`src/rtl/packer_defs.sv`:
```
// Shared widths and pack-FSM state encoding for the nibble packer and its FIFO.
package packer_defs;

    localparam int NIB_W  = 4;
    localparam int BYTE_W = 8;

    typedef enum logic {
        ST_EMPTY = 1'b0,
        ST_HALF  = 1'b1
    } pack_state_t;

endpackage

```
`src/rtl/byte_fifo.sv`:
```
// First-word-fall-through byte FIFO: head is visible on data_o whenever valid_o is high.
module byte_fifo
    import packer_defs::*;
#(
    parameter int DEPTH = 4,
    parameter int WIDTH = BYTE_W
) (
    input  logic                       clk_i,
    input  logic                       rst_n_i,
    input  logic                       push_i,
    input  logic [WIDTH-1:0]           push_data_i,
    input  logic                       pop_i,
    output logic                       valid_o,
    output logic [WIDTH-1:0]           data_o,
    output logic [$clog2(DEPTH):0]     count_o
);

    localparam int PTR_W = $clog2(DEPTH);
    localparam int CNT_W = PTR_W + 1;
    localparam logic [CNT_W-1:0] DEPTH_C = CNT_W'(DEPTH);

    logic [WIDTH-1:0] mem_q [DEPTH];
    logic [PTR_W-1:0] wr_ptr_q;
    logic [PTR_W-1:0] rd_ptr_q;
    logic [CNT_W-1:0] count_q;

    logic do_pop;
    logic do_push;

    // Pop frees a slot in the same cycle, so push at full is legal when popping.
    assign do_pop  = pop_i & (count_q != '0);
    assign do_push = push_i & ((count_q < DEPTH_C) | do_pop);

    always_ff @(posedge clk_i or negedge rst_n_i) begin
        if (!rst_n_i) begin
            for (int i = 0; i < DEPTH; i++) begin
                mem_q[i] <= '0;
            end
            wr_ptr_q <= '0;
            rd_ptr_q <= '0;
            count_q  <= '0;
        end else begin
            if (do_push) begin
                mem_q[wr_ptr_q] <= push_data_i;
                wr_ptr_q        <= wr_ptr_q + PTR_W'(1);
            end
            if (do_pop) begin
                rd_ptr_q <= rd_ptr_q + PTR_W'(1);
            end
            case ({do_push, do_pop})
                2'b10:   count_q <= count_q + CNT_W'(1);
                2'b01:   count_q <= count_q - CNT_W'(1);
                default: count_q <= count_q;
            endcase
        end
    end

    assign valid_o = (count_q != '0);
    assign data_o  = mem_q[rd_ptr_q];
    assign count_o = count_q;

endmodule

```
`src/rtl/nibble_packer.sv`:
```
// Packs nibble pairs into bytes and buffers them in a fall-through FIFO.
//   state    | meaning
//   ST_EMPTY | no nibble held; next accepted nibble goes to hold_q
//   ST_HALF  | one nibble in hold_q, waiting for its partner or a flush
module nibble_packer
    import packer_defs::*;
#(
    parameter int DEPTH      = 4,
    parameter bit HIGH_FIRST = 1'b1
) (
    input  logic                       i_CLOCK,
    input  logic                       i_RESET_N,
    input  logic                       i_NIB_VALID,
    input  logic [NIB_W-1:0]           i_NIB_DATA,
    output logic                       o_NIB_READY,
    input  logic                       i_FLUSH,
    output logic                       o_BYTE_VALID,
    output logic [BYTE_W-1:0]          o_BYTE_DATA,
    input  logic                       i_BYTE_READY,
    output logic                       o_HALF,
    output logic [$clog2(DEPTH):0]     o_COUNT
);

    localparam int CNT_W = $clog2(DEPTH) + 1;
    localparam logic [CNT_W-1:0] DEPTH_C = CNT_W'(DEPTH);

    pack_state_t       state_q;
    logic [NIB_W-1:0]  hold_q;

    logic              pop;
    logic              space;
    logic              nib_acc;
    logic              flush_fire;
    logic              push;
    logic [NIB_W-1:0]  pair_nib;
    logic [BYTE_W-1:0] push_data;
    logic [CNT_W-1:0]  fifo_count;

    assign pop         = o_BYTE_VALID & i_BYTE_READY;
    assign space       = (fifo_count < DEPTH_C) | pop;
    assign o_NIB_READY = i_RESET_N & ((state_q == ST_EMPTY) | space);
    assign nib_acc     = i_NIB_VALID & o_NIB_READY;

    // A nibble arriving in HALF wins over a flush; the flush then has nothing to pad.
    assign flush_fire  = (state_q == ST_HALF) & ~nib_acc & i_FLUSH & space;
    assign push        = (state_q == ST_HALF) & (nib_acc | flush_fire);

    always_comb begin
        pair_nib  = nib_acc ? i_NIB_DATA : '0;
        push_data = HIGH_FIRST ? {hold_q, pair_nib} : {pair_nib, hold_q};
    end

    always_ff @(posedge i_CLOCK or negedge i_RESET_N) begin
        if (!i_RESET_N) begin
            state_q <= ST_EMPTY;
            hold_q  <= '0;
        end else begin
            case (state_q)
                ST_EMPTY: begin
                    if (nib_acc) begin
                        hold_q  <= i_NIB_DATA;
                        state_q <= ST_HALF;
                    end
                end
                ST_HALF: begin
                    if (push) begin
                        state_q <= ST_EMPTY;
                    end
                end
                default: state_q <= ST_EMPTY;
            endcase
        end
    end

    assign o_HALF = (state_q == ST_HALF);

    byte_fifo #(
        .DEPTH (DEPTH),
        .WIDTH (BYTE_W)
    ) u_fifo (
        .clk_i       (i_CLOCK),
        .rst_n_i     (i_RESET_N),
        .push_i      (push),
        .push_data_i (push_data),
        .pop_i       (pop),
        .valid_o     (o_BYTE_VALID),
        .data_o      (o_BYTE_DATA),
        .count_o     (fifo_count)
    );

    assign o_COUNT = fifo_count;

endmodule

```
`config.mk`:
```
export PLATFORM = sky130hd
export DESIGN_NAME = nibble_packer
export DESIGN_NICKNAME = d
export VERILOG_FILES = /design/src/rtl/packer_defs.sv /design/src/rtl/byte_fifo.sv /design/src/rtl/nibble_packer.sv
export SDC_FILE = /design/constraint.sdc
export NUM_CORES = 1
export LEC_CHECK = 0
export BUFFER_PORTS_ARGS = -buffer_cell sky130_fd_sc_hd__buf_4
export CORE_AREA = 2 2 62 64
export CTS_CLUSTER_SIZE = 20
export DETAILED_ROUTE_END_ITERATION = 16
export DIE_AREA = 0 0 64 66
export MAX_ROUTING_LAYER = met4
export PLACE_DENSITY = 0.81
export SKIP_CTS_REPAIR_TIMING = 1
export SLEW_MARGIN = 20
export SYNTH_ARGS = -nofsm -noshare
export SYNTH_HDL_FRONTEND = slang
export SYNTH_SLANG_ARGS = --single-unit
export TNS_END_PERCENT = 30
```
`constraint.sdc`:
```
create_clock -name i_CLOCK -period 4.1 [get_ports i_CLOCK]
set_input_delay 0.82 -clock i_CLOCK [delete_from_list [all_inputs] [get_ports i_CLOCK]]
set_output_delay 0.82 -clock i_CLOCK [all_outputs]
set_load 0.05 [all_outputs]
```
Yosys cells after proc, flatten, opt, wreduce, memory -nomap -nowiden
Cells that the tools add are included.

storage, ports and cells
  flip-flop bits (word level) = 44
  output and inout bits = 14
  word-level logic and storage cells = 51

operators by class
  add/subtract/negate cells = 4
  order comparisons = 4
  equal/unequal tests = 2
  multiplexer cells = 11
  bitwise gates (word level) = 17
  reduce and logical (&&, ||, !) cells = 4

operator list
  operator             count
  $bwmux 32            1
  $mux 8               3
  $bmux 8 s2           1
  $demux 8 s2          1
  $and 1x1->1          9
  $ge 3x3->1 const B   2
  $not 2->3            2
  $pmux 3 s2           1
  $add 2x1->2 const B  2
  $mux 4               1
  $or 1x1->1           4
  $add 3x1->3 const B  1
  $lt 3x1->1 const B   1
  $lt 3x3->1 const B   1
  $reduce_bool 3->1    1
  $sub 3x1->3 const B  1
  $eq 2x1->1 const B   1
  $eq 2x2->1 const B   1
  $mux 1               2
  $not 1->1            2
  $pmux 1 s2           1
  $reduce_and 2->1     1
  $reduce_bool 2->1    1
  $logic_and 1x1->1    1

Longest topological paths before layout
  depth after elaboration = 15
  gate-level depth with buffers = 9

By module
Synthesis repeated with hierarchy kept, for this count alone.

unflattened totals
  cell total of the unflattened synthesis = 139
  area total of the unflattened synthesis = 2228.4 µm²

modules (own cells, without submodules)
  module         times used  cells each  area each (µm²)  sequential area each (µm²)
  byte_fifo      1           114         1948.1           975.9
  nibble_packer  1           25          280.3            125.1

Worst setup path before layout
OpenSTA, ideal clock, no wires.

  path type = input -> register
  start point = input i_NIB_VALID
  end point = register u_fifo.count_q[2] (netlist: u_fifo.count_o[2])
  library setup time = 0.082 ns
  arrival = 2.310 ns
  data required time = 4.018 ns
  slack = 1.707 ns
  cell stages on the path = 8
  cells stage by stage = a21oi_4 or3b_4 ha_1 inv_1 fa_1 xor2_1 nor2_1 xor2_1

on the way
  longest elaborated chain between the ends = 10

ends and longest elaborated chain
  item                                             RTL line             text
  from (decl)                                      nibble_packer.sv:13  input logic i_NIB_VALID,
  $and 1x1->1 (*)                                  nibble_packer.sv:42  assign nib_acc = i_NIB_VALID & o_NIB_READY;
  $not 1->1                                        nibble_packer.sv:45  assign flush_fire = (state_q == ST_HALF) & ~nib_acc & i_FLUSH & space;
  $and 1x1->1 (3 in series)                        nibble_packer.sv:45
  $or 1x1->1 (*)                                   nibble_packer.sv:46  assign push = (state_q == ST_HALF) & (nib_acc | flush_fire);
  $and 1x1->1 (*)                                  nibble_packer.sv:46
  $and 1x1->1 (*)                                  byte_fifo.sv:32      assign do_push = push_i & ((count_q < DEPTH_C) | do_pop);
  $eq 2x1->1 or $eq 2x2->1 (tied branches)         byte_fifo.sv:50      case ({do_push, do_pop})
  $pmux 3 s2 or $reduce_bool 2->1 (tied branches)  --
  to (signal assigned)                             byte_fifo.sv:51      2'b10: count_q <= count_q + CNT_W'(1);
  to (signal assigned)                             byte_fifo.sv:52      2'b01: count_q <= count_q - CNT_W'(1);
  to (signal assigned)                             byte_fifo.sv:53      default: count_q <= count_q;
  to (decl)                                        byte_fifo.sv:25      logic [CNT_W-1:0] count_q;

Every way passes the cells marked *; elsewhere a longest branch is shown, timed or not.
A chain may end at the register's enable or synchronous reset.

Worst setup path after layout
  start point = register u_fifo.rd_ptr_q[0]
  end point = output o_BYTE_DATA[7]

on the way
  longest elaborated chain between the ends = 4

ends and longest elaborated chain
  item                                        RTL line             text
  from (decl)                                 byte_fifo.sv:24      logic [PTR_W-1:0] rd_ptr_q;
  from (signal assigned)                      byte_fifo.sv:48      rd_ptr_q <= rd_ptr_q + PTR_W'(1);
  $not 2->3 (not written as such)             byte_fifo.sv:59      assign data_o = mem_q[rd_ptr_q];
  $bmux 8 s2                                  byte_fifo.sv:59
  $mux 8 (not written as such) (2 in series)  byte_fifo.sv:59
  to (decl)                                   nibble_packer.sv:18  output logic [BYTE_W-1:0] o_BYTE_DATA,

No other way between the ends. The select of a mux whose other input is x is not followed.

==> results.toml <==
[run_status]
status = "finished, final reports clean"

[clock_network]
cts-htree-levels = 2
cts_tree = "yes"
clk_latency_ns = 0.36
root_buffer = "clkbuf_4"
cts.path.max_buffers = 2
clk_pin_slew_ns = 0.13
numCtsBuffers = 5
clock_sinks = 44

[setup_path]
cp_slowest_cell = "dfrtp_1"
rr_startpoint = "u_fifo.count_o[2]$_DFFE_PN0P_"
crit_start = "u_fifo.rd_ptr_q[0]$_DFFE_PN0P_"
cp-start-kind = "flop"
cpLargestDelayFamily = "flip-flops"
worstSetupPathType = "reg -> out"
crit_fanout = 10
crit_path_max_incr_delay_ns = 0.76
path_buf_inv = 1
critPathArrivalTime_ns = 1.90
crit_path_cell_trace = "mux4_2, buf_4"
required_ns = 3.28
endpoint_kind = "output pin"

[grt]
antenna_found_initial = 0
grt_pass1_wl_mm = 6.75
grt_start_max_net_pins = 47
grt-ovfl-total = 0
grt_pass1_vias = 1383
grt_usage_pct = 22.4

[synthesis]
synth_cell_types = 26
synth.area.top_cells = "dfrtp_1 (53%), mux2_2 (18%), mux4_2 (8.6%)"
ys_seq_elements = 44
yosysWarnings = 0
yosysTopAreaCellShare_pct = 52.7
postSynthCellCount = 136
syn-num-nets = 151
syn-cell-area_um2 = 2090
yosysTopAreaCell = "dfrtp_1"
yosysSeqAreaShare_pct = 52.7
syn_avg_cell_area_um2 = 15.4

[power_and_ir_drop]
switchingPower_uw = 814
p_clk_share_pct = 13.5
switching_share_pct = 41.4
p_int_uw = 1150
vdd.ir_drop.worst_mv = 0.580
power.density_nw_per_um2 = 825
p_total_uw = 1960
combPwrFrac_pct = 46.6
leakagePower_uw = 0.00110
seq_power_share_pct = 39.9

[floorplan]
fp.dieW_um = 64
die_h_um = 66
rows = 22
dieArea_um2 = 4220
core_area_um2 = 3550
io_pins = 23
initial_core_util_pct = 58.9

[routing]
drt_pass1_iterations = 4
ant_nets = 0
num_vias = 1207
first_iter_violations = 81
vias_per_cell = 5.69
wl_per_cell_um = 18.8
wirelength_mm = 3.99
drc = 0

[sta]
clock.fmax_mhz = 367
tns_ns = 0
slew_headroom_pct = 57.9
fin_ws_ns = 1.38
rsz0062_at_grt = "false"
final_hold_viol_count = 0
fin_worst_hold_slack_ns = 0.514
drv_slew = 0
max_slew.worst_pin.slew_ns = 0.631
min_period_ns = 2.72
finalCritPeriodShare_pct = 66.4
skew_ns = 0.0164
setup_viol = 0

[hold_path]
hp-class = "reg -> reg"
min_from = "u_fifo.mem_q[16]$_DFFE_PN0P_"

[layout]
n_antenna_cell = 0
final_cell_mix = "dfrtp_1 (44), mux2_2 (33), buf_4 (23)"
nets = 178
final_common_cell = "dfrtp_1"
drive_above_1_share_pct = 49.4
area_delta_synth_final_pct = 13.8
stdcell_count = 212

[placement]
portBuffers = 22
gp_congestion = 0.726
placedCellCount = 204
dp_slack_ns = 1.45
dpl.hpwl_mm = 2.88

[flow_run]
maxCapViolCount = 0
==> cells in the mapped netlist <==
library cell and number:
dfrtp_1 44, mux2_2 33, mux4_2 8, nand2_1 7, ha_1 5, inv_1 5, and3_1 4, nor3_4 4
mux2_1 3, xnor2_1 3, xor2_1 3, and2_1 2, o21ai_0 2, a21oi_4 1, buf_1 1, buf_2 1
buf_6 1, fa_1 1, mux2_4 1, nand2b_1 1, nand3b_1 1, nor2_1 1, nor2b_4 1, o31a_2 1
or3_2 1, or3b_4 1
==> power groups by stage <==
stage | registers (µW) | logic, µW | clock network [µW]
floorplan | 762 | 698 | 0
global placement | 767 | 891 | 0
detailed placement | 799 | 924 | 0
CTS | 788 | 926 | 265
global route | 817 | 971 | 287
finish | 784 | 915 | 265
==> layer usage <==
layer | track usage (%) | up-vias | part of all wire (%)
met2 | 38.4 | 23 | 54
li1 | - | 548 | -
met4 | 8.15 | 0 | 2.3
met3 | 4.09 | 9 | 2.9
met5 | - | - | 0
met1 | 26.8 | 627 | 40
==> cell families (layout without fill, tap and decap cells) <==
family          after synthesis  after routing  share of synthesized area (%)
mux                          45             45                           28.7
flops                        44             44                           52.7
simple gates                 23             23                           8.56
buf+inv                       8             36                           1.85
fa+ha+maj                     6              6                           3.95
xor+xnor                      6              6                           2.51
compound gates                4              4                           1.74
==> path summary, 6_finish.rpt <==
kind / endpoint / slack, ns / cells after the start
min reg2reg: u_fifo.mem_q[16]$_DFFE_PN0P_ / 0.51 / 1
max in group asynchronous: u_fifo.mem_q[5]$_DFFE_PN0P_ / 3.15 / 2
max: o_BYTE_DATA[7] / 1.38 / 2
max reg2reg: u_fifo.count_o[2]$_DFFE_PN0P_ / 1.92 / 8
min in group asynchronous: hold_q[2]$_DFFE_PN0P_ / 0.55 / 2
min: u_fifo.mem_q[16]$_DFFE_PN0P_ / 0.51 / 1
==> registers in the layout, summed over array words and instances, names as in the netlist <==
register and count:
hold_q 4, o_HALF 1, u_fifo.count_o 3, u_fifo.mem_q 32, u_fifo.rd_ptr_q 2, u_fifo.wr_ptr_q 2
==> stage by stage <==
stage	util (%)	instance area, µm²
2_1_floorplan	-	2090
3_3_place_gp	64.9	2300
3_5_place_dp	64.9	2300
4_1_cts	67.0	2380
5_1_grt	67.0	2380
6_report	67.0	2380
==> area by class of cell <==
| cell class | instances | area (µm²) |
|---|---|---|
| Fill cell | 255 | 1170 |
| Clock buffer | 6 | 41.3 |
| Multi-Input combinational cell | 84 | 951 |
| Inverter | 5 | 18.8 |
| Tap cell | 48 | 60.1 |
| Sequential cell | 44 | 1100 |
| Clock inverter | 2 | 35.0 |
| Timing Repair Buffer | 23 | 173 |
(Power assumes the default switching activity.)
